<file path="src/rtl/dmem_access_unit_if.sv">
// dmem_access_unit_if: request/response and data-memory port bundle for the load/store sequencer
interface dmem_access_unit_if #(parameter int ADDR_W = 32);
  logic              req_valid;
  logic              req_ready;
  logic              req_write;
  logic [2:0]        req_funct3;
  logic [ADDR_W-1:0] req_addr;
  logic [31:0]       req_wdata;
  logic              resp_valid;
  logic [31:0]       resp_rdata;
  logic              busy;
  logic              mem_re;
  logic              mem_we;
  logic [ADDR_W-1:0] mem_addr;
  logic [2:0]        mem_size;
  logic [31:0]       mem_wdata;
  logic [31:0]       mem_rdata;
  modport master (
    output req_valid, req_write, req_funct3, req_addr, req_wdata, mem_rdata,
    input  req_ready, resp_valid, resp_rdata, busy, mem_re, mem_we, mem_addr, mem_size, mem_wdata
  );
  modport slave (
    input  req_valid, req_write, req_funct3, req_addr, req_wdata, mem_rdata,
    output req_ready, resp_valid, resp_rdata, busy, mem_re, mem_we, mem_addr, mem_size, mem_wdata
  );
endinterface

</file>
<file path="src/rtl/dmem_access_unit.sv">
// dmem_access_unit: sequences RV32 loads/stores onto a word-contained data memory, splitting misaligned ones
module dmem_access_unit #(
  parameter int ADDR_W   = 32,
  parameter bit SPLIT_EN = 1'b1
) (
  input logic clk,
  input logic rstn,
  dmem_access_unit_if.slave bus
);
  localparam logic [1:0] IDLE    = 2'd0;
  localparam logic [1:0] LD_HI   = 2'd1;
  localparam logic [1:0] ST_BYTE = 2'd2;
  logic [1:0]        state, cnt;
  logic [ADDR_W-1:0] l_addr, hi_addr, a_addr;
  logic [2:0]        l_f3;
  logic [31:0]       l_wdata, lo, sh;
  logic              is_half, is_word, mis, acc;
  function automatic logic [31:0] ext(input logic [31:0] d, input logic [2:0] f);
    return f[1] ? d : f[0] ? {{16{~f[2] & d[15]}}, d[15:0]} : {{24{~f[2] & d[7]}}, d[7:0]};
  endfunction
  always_comb begin
    is_half = bus.req_funct3[1:0] == 2'b01;
    is_word = bus.req_funct3[1];
    mis     = SPLIT_EN && ((is_half && bus.req_addr[0]) || (is_word && bus.req_addr[1:0] != 2'b00));
    acc     = bus.req_valid && bus.req_ready;
    // without splitting, the offending low bits are dropped so the access lands aligned
    a_addr  = SPLIT_EN ? bus.req_addr
            : {bus.req_addr[ADDR_W-1:2], is_word ? 2'b00 : {bus.req_addr[1], bus.req_addr[0] & ~is_half}};
    hi_addr = {l_addr[ADDR_W-1:2], 2'b00} + ADDR_W'(4);
    sh      = 32'({bus.mem_rdata, lo} >> {l_addr[1:0], 3'b000});
  end
  assign bus.req_ready = state == IDLE && rstn;
  assign bus.busy      = state != IDLE;
  always_comb begin
    bus.mem_re    = rstn && (state == LD_HI || (acc && !bus.req_write));
    bus.mem_we    = rstn && (state == ST_BYTE || (acc && bus.req_write));
    bus.mem_addr  = state == LD_HI ? hi_addr
                  : state == ST_BYTE ? l_addr + ADDR_W'(cnt)
                  : mis && !bus.req_write ? {bus.req_addr[ADDR_W-1:2], 2'b00} : a_addr;
    bus.mem_size  = state == LD_HI ? 3'b010 : state == ST_BYTE ? 3'b000
                  : mis ? (bus.req_write ? 3'b000 : 3'b010) : {1'b0, is_word ? 2'b10 : bus.req_funct3[1:0]};
    bus.mem_wdata = state == ST_BYTE ? {24'b0, 8'(l_wdata >> {cnt, 3'b000})}
                  : mis ? {24'b0, bus.req_wdata[7:0]} : bus.req_wdata;
  end
  always_ff @(posedge clk) begin
    if (!rstn) begin
      state          <= IDLE;
      cnt            <= 2'd0;
      bus.resp_valid <= 1'b0;
      bus.resp_rdata <= '0;
      l_addr         <= '0;
      l_f3           <= '0;
      l_wdata        <= '0;
      lo             <= '0;
    end else begin
      bus.resp_valid <= 1'b0;
      if (acc) begin
        l_addr         <= bus.req_addr;
        l_f3           <= bus.req_funct3;
        l_wdata        <= bus.req_wdata;
        lo             <= bus.mem_rdata;
        cnt            <= 2'd1;
        state          <= mis ? (bus.req_write ? ST_BYTE : LD_HI) : IDLE;
        bus.resp_valid <= !mis;
        if (!mis) bus.resp_rdata <= bus.req_write ? '0 : ext(bus.mem_rdata, bus.req_funct3);
      end else if (state == LD_HI) begin
        state          <= IDLE;
        bus.resp_valid <= 1'b1;
        bus.resp_rdata <= ext(sh, l_f3);
      end else if (state == ST_BYTE) begin
        cnt <= cnt + 2'd1;
        if (cnt == (l_f3[1] ? 2'd3 : 2'd1)) begin
          state          <= IDLE;
          bus.resp_valid <= 1'b1;
          bus.resp_rdata <= '0;
        end
      end
    end
  end
endmodule

</file>
<file path="src/flat_wrapper.sv">
// flat-port wrapper written by rule: the top's interface ports become plain ports
module dmem_access_unit_flat 
#(
  parameter int ADDR_W   = 32,
  parameter bit SPLIT_EN = 1'b1
)
  (clk, rstn, bus_req_valid, bus_req_write, bus_req_funct3, bus_req_addr, bus_req_wdata, bus_mem_rdata, bus_req_ready, bus_resp_valid, bus_resp_rdata, bus_busy, bus_mem_re, bus_mem_we, bus_mem_addr, bus_mem_size, bus_mem_wdata);
  dmem_access_unit_if #(.ADDR_W(ADDR_W)) bus_i ();
  input logic clk;
  input logic rstn;
  input wire logic [$bits(bus_i.req_valid)-1:0] bus_req_valid;
  input wire logic [$bits(bus_i.req_write)-1:0] bus_req_write;
  input wire logic [$bits(bus_i.req_funct3)-1:0] bus_req_funct3;
  input wire logic [$bits(bus_i.req_addr)-1:0] bus_req_addr;
  input wire logic [$bits(bus_i.req_wdata)-1:0] bus_req_wdata;
  input wire logic [$bits(bus_i.mem_rdata)-1:0] bus_mem_rdata;
  output wire logic [$bits(bus_i.req_ready)-1:0] bus_req_ready;
  output wire logic [$bits(bus_i.resp_valid)-1:0] bus_resp_valid;
  output wire logic [$bits(bus_i.resp_rdata)-1:0] bus_resp_rdata;
  output wire logic [$bits(bus_i.busy)-1:0] bus_busy;
  output wire logic [$bits(bus_i.mem_re)-1:0] bus_mem_re;
  output wire logic [$bits(bus_i.mem_we)-1:0] bus_mem_we;
  output wire logic [$bits(bus_i.mem_addr)-1:0] bus_mem_addr;
  output wire logic [$bits(bus_i.mem_size)-1:0] bus_mem_size;
  output wire logic [$bits(bus_i.mem_wdata)-1:0] bus_mem_wdata;
  assign bus_i.req_valid = bus_req_valid;
  assign bus_i.req_write = bus_req_write;
  assign bus_i.req_funct3 = bus_req_funct3;
  assign bus_i.req_addr = bus_req_addr;
  assign bus_i.req_wdata = bus_req_wdata;
  assign bus_i.mem_rdata = bus_mem_rdata;
  assign bus_req_ready = bus_i.req_ready;
  assign bus_resp_valid = bus_i.resp_valid;
  assign bus_resp_rdata = bus_i.resp_rdata;
  assign bus_busy = bus_i.busy;
  assign bus_mem_re = bus_i.mem_re;
  assign bus_mem_we = bus_i.mem_we;
  assign bus_mem_addr = bus_i.mem_addr;
  assign bus_mem_size = bus_i.mem_size;
  assign bus_mem_wdata = bus_i.mem_wdata;
  dmem_access_unit #(.ADDR_W(ADDR_W), .SPLIT_EN(SPLIT_EN)) u_core (.clk(clk), .rstn(rstn), .bus(bus_i));
endmodule
</file>
<file path="config.mk">
export PLATFORM = sky130hd
export DESIGN_NAME = dmem_access_unit_flat
export DESIGN_NICKNAME = d
export VERILOG_FILES = /design/src/rtl/dmem_access_unit_if.sv /design/src/rtl/dmem_access_unit.sv /design/src/flat_wrapper.sv
export SDC_FILE = /design/constraint.sdc
export NUM_CORES = 1
export LEC_CHECK = 0
export BUFFER_PORTS_ARGS = -buffer_cell sky130_fd_sc_hd__buf_2
export CORE_MARGIN = 4
export CORE_UTILIZATION = 58
export CTS_CLUSTER_DIAMETER = 30
export CTS_CLUSTER_SIZE = 10
export DETAILED_ROUTE_END_ITERATION = 10
export PLACE_DENSITY = 0.91
export SYNTH_ARGS = -nofsm -noshare
export SYNTH_HDL_FRONTEND = slang
export SYNTH_SLANG_ARGS = --single-unit
</file>
<file path="constraint.sdc">
create_clock -name clk -period 6.1 [get_ports clk]
set_input_delay 1.22 -clock clk [delete_from_list [all_inputs] [get_ports clk]]
set_output_delay 1.22 -clock clk [all_outputs]
set_load 0.1 [all_outputs]
</file>
==> results.md <==
* Worst-case clock buffer depth at 2
* Most common cell in the synthesized netlist: nand2_1
* Post-CTS setup buffer count at 0
* Die Wd at 125.6 um
* Power Dens Cells at 305.6 nW/um2
* DIE HEIGHT at 125.6 um
* Maximum number of pins on one net before global-route repair at 104
* CP max FO at 13
* Synth top area share at 33.92%
* RSZ-0062 raised after global routing: no
* Initial antenna violation count at 1
* Wirelength per Cell at 19.00 um
* Top cells by area, synth: dfxtp_1, mux4_2, nand2_1
* Clk_lat worst skew at 0.42 ns
* Hold crit path type: register to register
* Top_reg_cell synth: dfxtp_1
* Outcome: completed
* Clock Skews at 0.006424 ns
* Combinational share of power at 29.2%
* Req. time, crit path at 4.88 ns
* EDFF count, synth at 0
* FMAX at 0.1949 GHz
* Post-route ant nets at 0
* Least-Margin Pin Slew at 1.260 ns
* Static leakage at 4.570 nW
* Netlist Area Pre-Place at 8028 um2
* Ports at 207
* Setup TNS at 0 ns
* CP arrival at 3.91 ns
* Diodes inserted at 0
* All-Layer GR Usage at 31.94%
* Sequential group share of total power at 34.9%
* Via count at 8720
* Asr flop ratio synth at 0%
* Worst setup margin at 0.9701 ns
* CTS H-tree depth at 4
* Synth-to-Final Area Change at 20.15%
* First-pass GRT wire length at 41.19 mm
* Die area at 15790 um2
* Clock Power Share at 36.0%
* 1st-iter DRT viols at 1413
* TritonCTS clock tree: yes
* Num CTS Buffers at 17
* # Max-Cap Violations at 0
* NetSw at 1.100 mW
* # rows at 42
* Synth Register Bits at 136
* Post-CTS Hold Fix Bufs at 0
* Post-synth top area cell: dfxtp_1
* Gate Count Post-Synth at 1020
* Residual DRC at 0
* Tmin final at 5.130 ns
* WS Path Type: register to primary output
* Clock Pin Slew Worst Setup and Hold Paths at 0.06 ns
* Commonest cells in the netlist: nand2_1, dfxtp_1, nand3_1
* Synth unique cells at 60
* Core area at 13400 um2
* Initial core utilization at 59.91%
* Nets at 1281
* CP endpoint kind: primary output
* YS warnings at 0
* Final Hold Vio Count at 0
* Cell-internal power at 1.848 mW
* Number of buffers added on ports at 205
* Share of cells above drive strength 1 at 25.70%
* Sw Share at 37.31%
* Num Clock Sinks at 136
* Syn nets at 1131
* Root buf cell: clkbuf_16
* Router iterations before antenna repair at 7
* Crit share post-route at 84.10%
* Slew HR at 15.68%
* Place WS at 1.405 ns
* Critical path launch point type: register
* Number of global-route vias before repair at 8153
* Via density at 6.416
* Post-CTS sizing at 0
* Seq/Total Area, Yosys at 33.92%
* Drt total wl at 25.82 mm
* HPWL after detailed placement at 17.37 mm
* Mean Syn Cell Area at 7.870 um2
* Global route overflow at 0
* Final setup vio count at 0
* Final Wtd Congestion at 0.9436
* Max Transition Viols Final at 0
* Worst ir drop on vdd at 0.2258 mV
-- layer usage --
metal | part of all wire, % | vias to the layer above | global-route usage, %
met2 | 44 | 630 | 48.30
met4 | 4.3 | 2 | 15.69
met1 | 38 | 4028 | 40.73
met5 | 0.046 | - | 0
met3 | 13 | 111 | 11.39
li1 | - | 3949 | -
-- sequential cells by signal (all words and copies together) (netlist names) --
signal and flops:
u_core.bus.resp_rdata 32, u_core.l_addr 32, u_core.l_wdata 32, u_core.lo 32, u_core.l_f3 3, u_core.cnt 2, u_core.state 2, u_core.bus.resp_valid 1
-- path summary, 6_finish.rpt --
kind	start	end	slack (ns)	cells after the start
worst max-delay path	u_core.cnt[0]$_SDFFE_PN0P_	bus_mem_addr[18]	0.97	8
worst max register to register	u_core.state[0]$_SDFFE_PN0P_	u_core.bus.resp_rdata[23]$_SDFFE_PN0P_	2.35	8
worst min-delay path	u_core.l_wdata[10]$_SDFFE_PN0N_	u_core.l_wdata[10]$_SDFFE_PN0N_	0.45	2
worst min register to register	u_core.l_wdata[10]$_SDFFE_PN0N_	u_core.l_wdata[10]$_SDFFE_PN0N_	0.45	2
-- cell usage in the layout (no fill, tap or decap), types with 5 or more instances in the layout --
cell,instances
a211o_1,5
a21oi_1,60
a22oi_1,9
a31oi_1,12
and2_1,29
and3_1,5
buf_2,204
buf_4,11
clkbuf_16,17
dfxtp_1,135
ha_1,7
inv_1,26
mux2_2,8
mux4_2,40
nand2_1,232
nand3_1,118
nand4_1,9
nor2_1,36
nor2b_1,18
nor3_1,5
o211a_1,25
o21ai_0,53
o22ai_1,23
or3_1,5
xnor2_1,7
-- stage by stage --
stage               cell area (um2)  hold slack [ns]  power (mW)  instances  utilization (%)
floorplan                      8028           0.4308       1.711       1020                -
global placement               9034           0.4381       1.876       1327            67.41
detailed placement             9034           0.4451       1.889       1327            67.41
CTS                            9643           0.4543       2.946       1359            71.96
global route                   9646           0.4703       3.039       1359            71.98
finish                         9646           0.4537       2.948       1359            71.98
-- power by group through the flow --
stage / Clock, mW / Sequential, mW / Combinational, mW
2_1_floorplan: 0 / 1.13 / 0.580
3_5_place_dp: 0 / 1.04 / 0.849
5_1_grt: 1.10 / 1.04 / 0.903
6_report: 1.06 / 1.03 / 0.860
3_3_place_gp: 0 / 1.04 / 0.838
4_1_cts: 1.07 / 1.02 / 0.854
-- critical path: stages (launching register included) --
cell and delay, ns:
dfxtp_1 0.79, ha_1 0.34, fa_1 0.29, nor2_1 0.17, nor4_2 0.83, a21oi_1 0.21
a211o_1 0.30, a21oi_1 0.11, buf_2 0.43
-- layout make-up --
cell class,count,area (um2)
Clock inverter,8,117.6
Multi-Input combinational cell,774,4891
Sequential cell,136,2724
Fill cell,1020,3755
Timing Repair Buffer,215,1104
Tap cell,176,220.2
Clock buffer,24,491.7
Inverter,26,97.59
-- cell families after synthesis --
family | count (synthesis) | share of synthesized area (%)
flops | 136 | 33.92
other cells | 1 | 0.04671
simple gates | 481 | 27.48
fa+ha+maj | 8 | 1.340
buf+inv | 110 | 5.408
xor+xnor | 9 | 0.9820
mux | 52 | 12.84
compound gates | 223 | 17.99
Power figures use the tool's default switching activity.
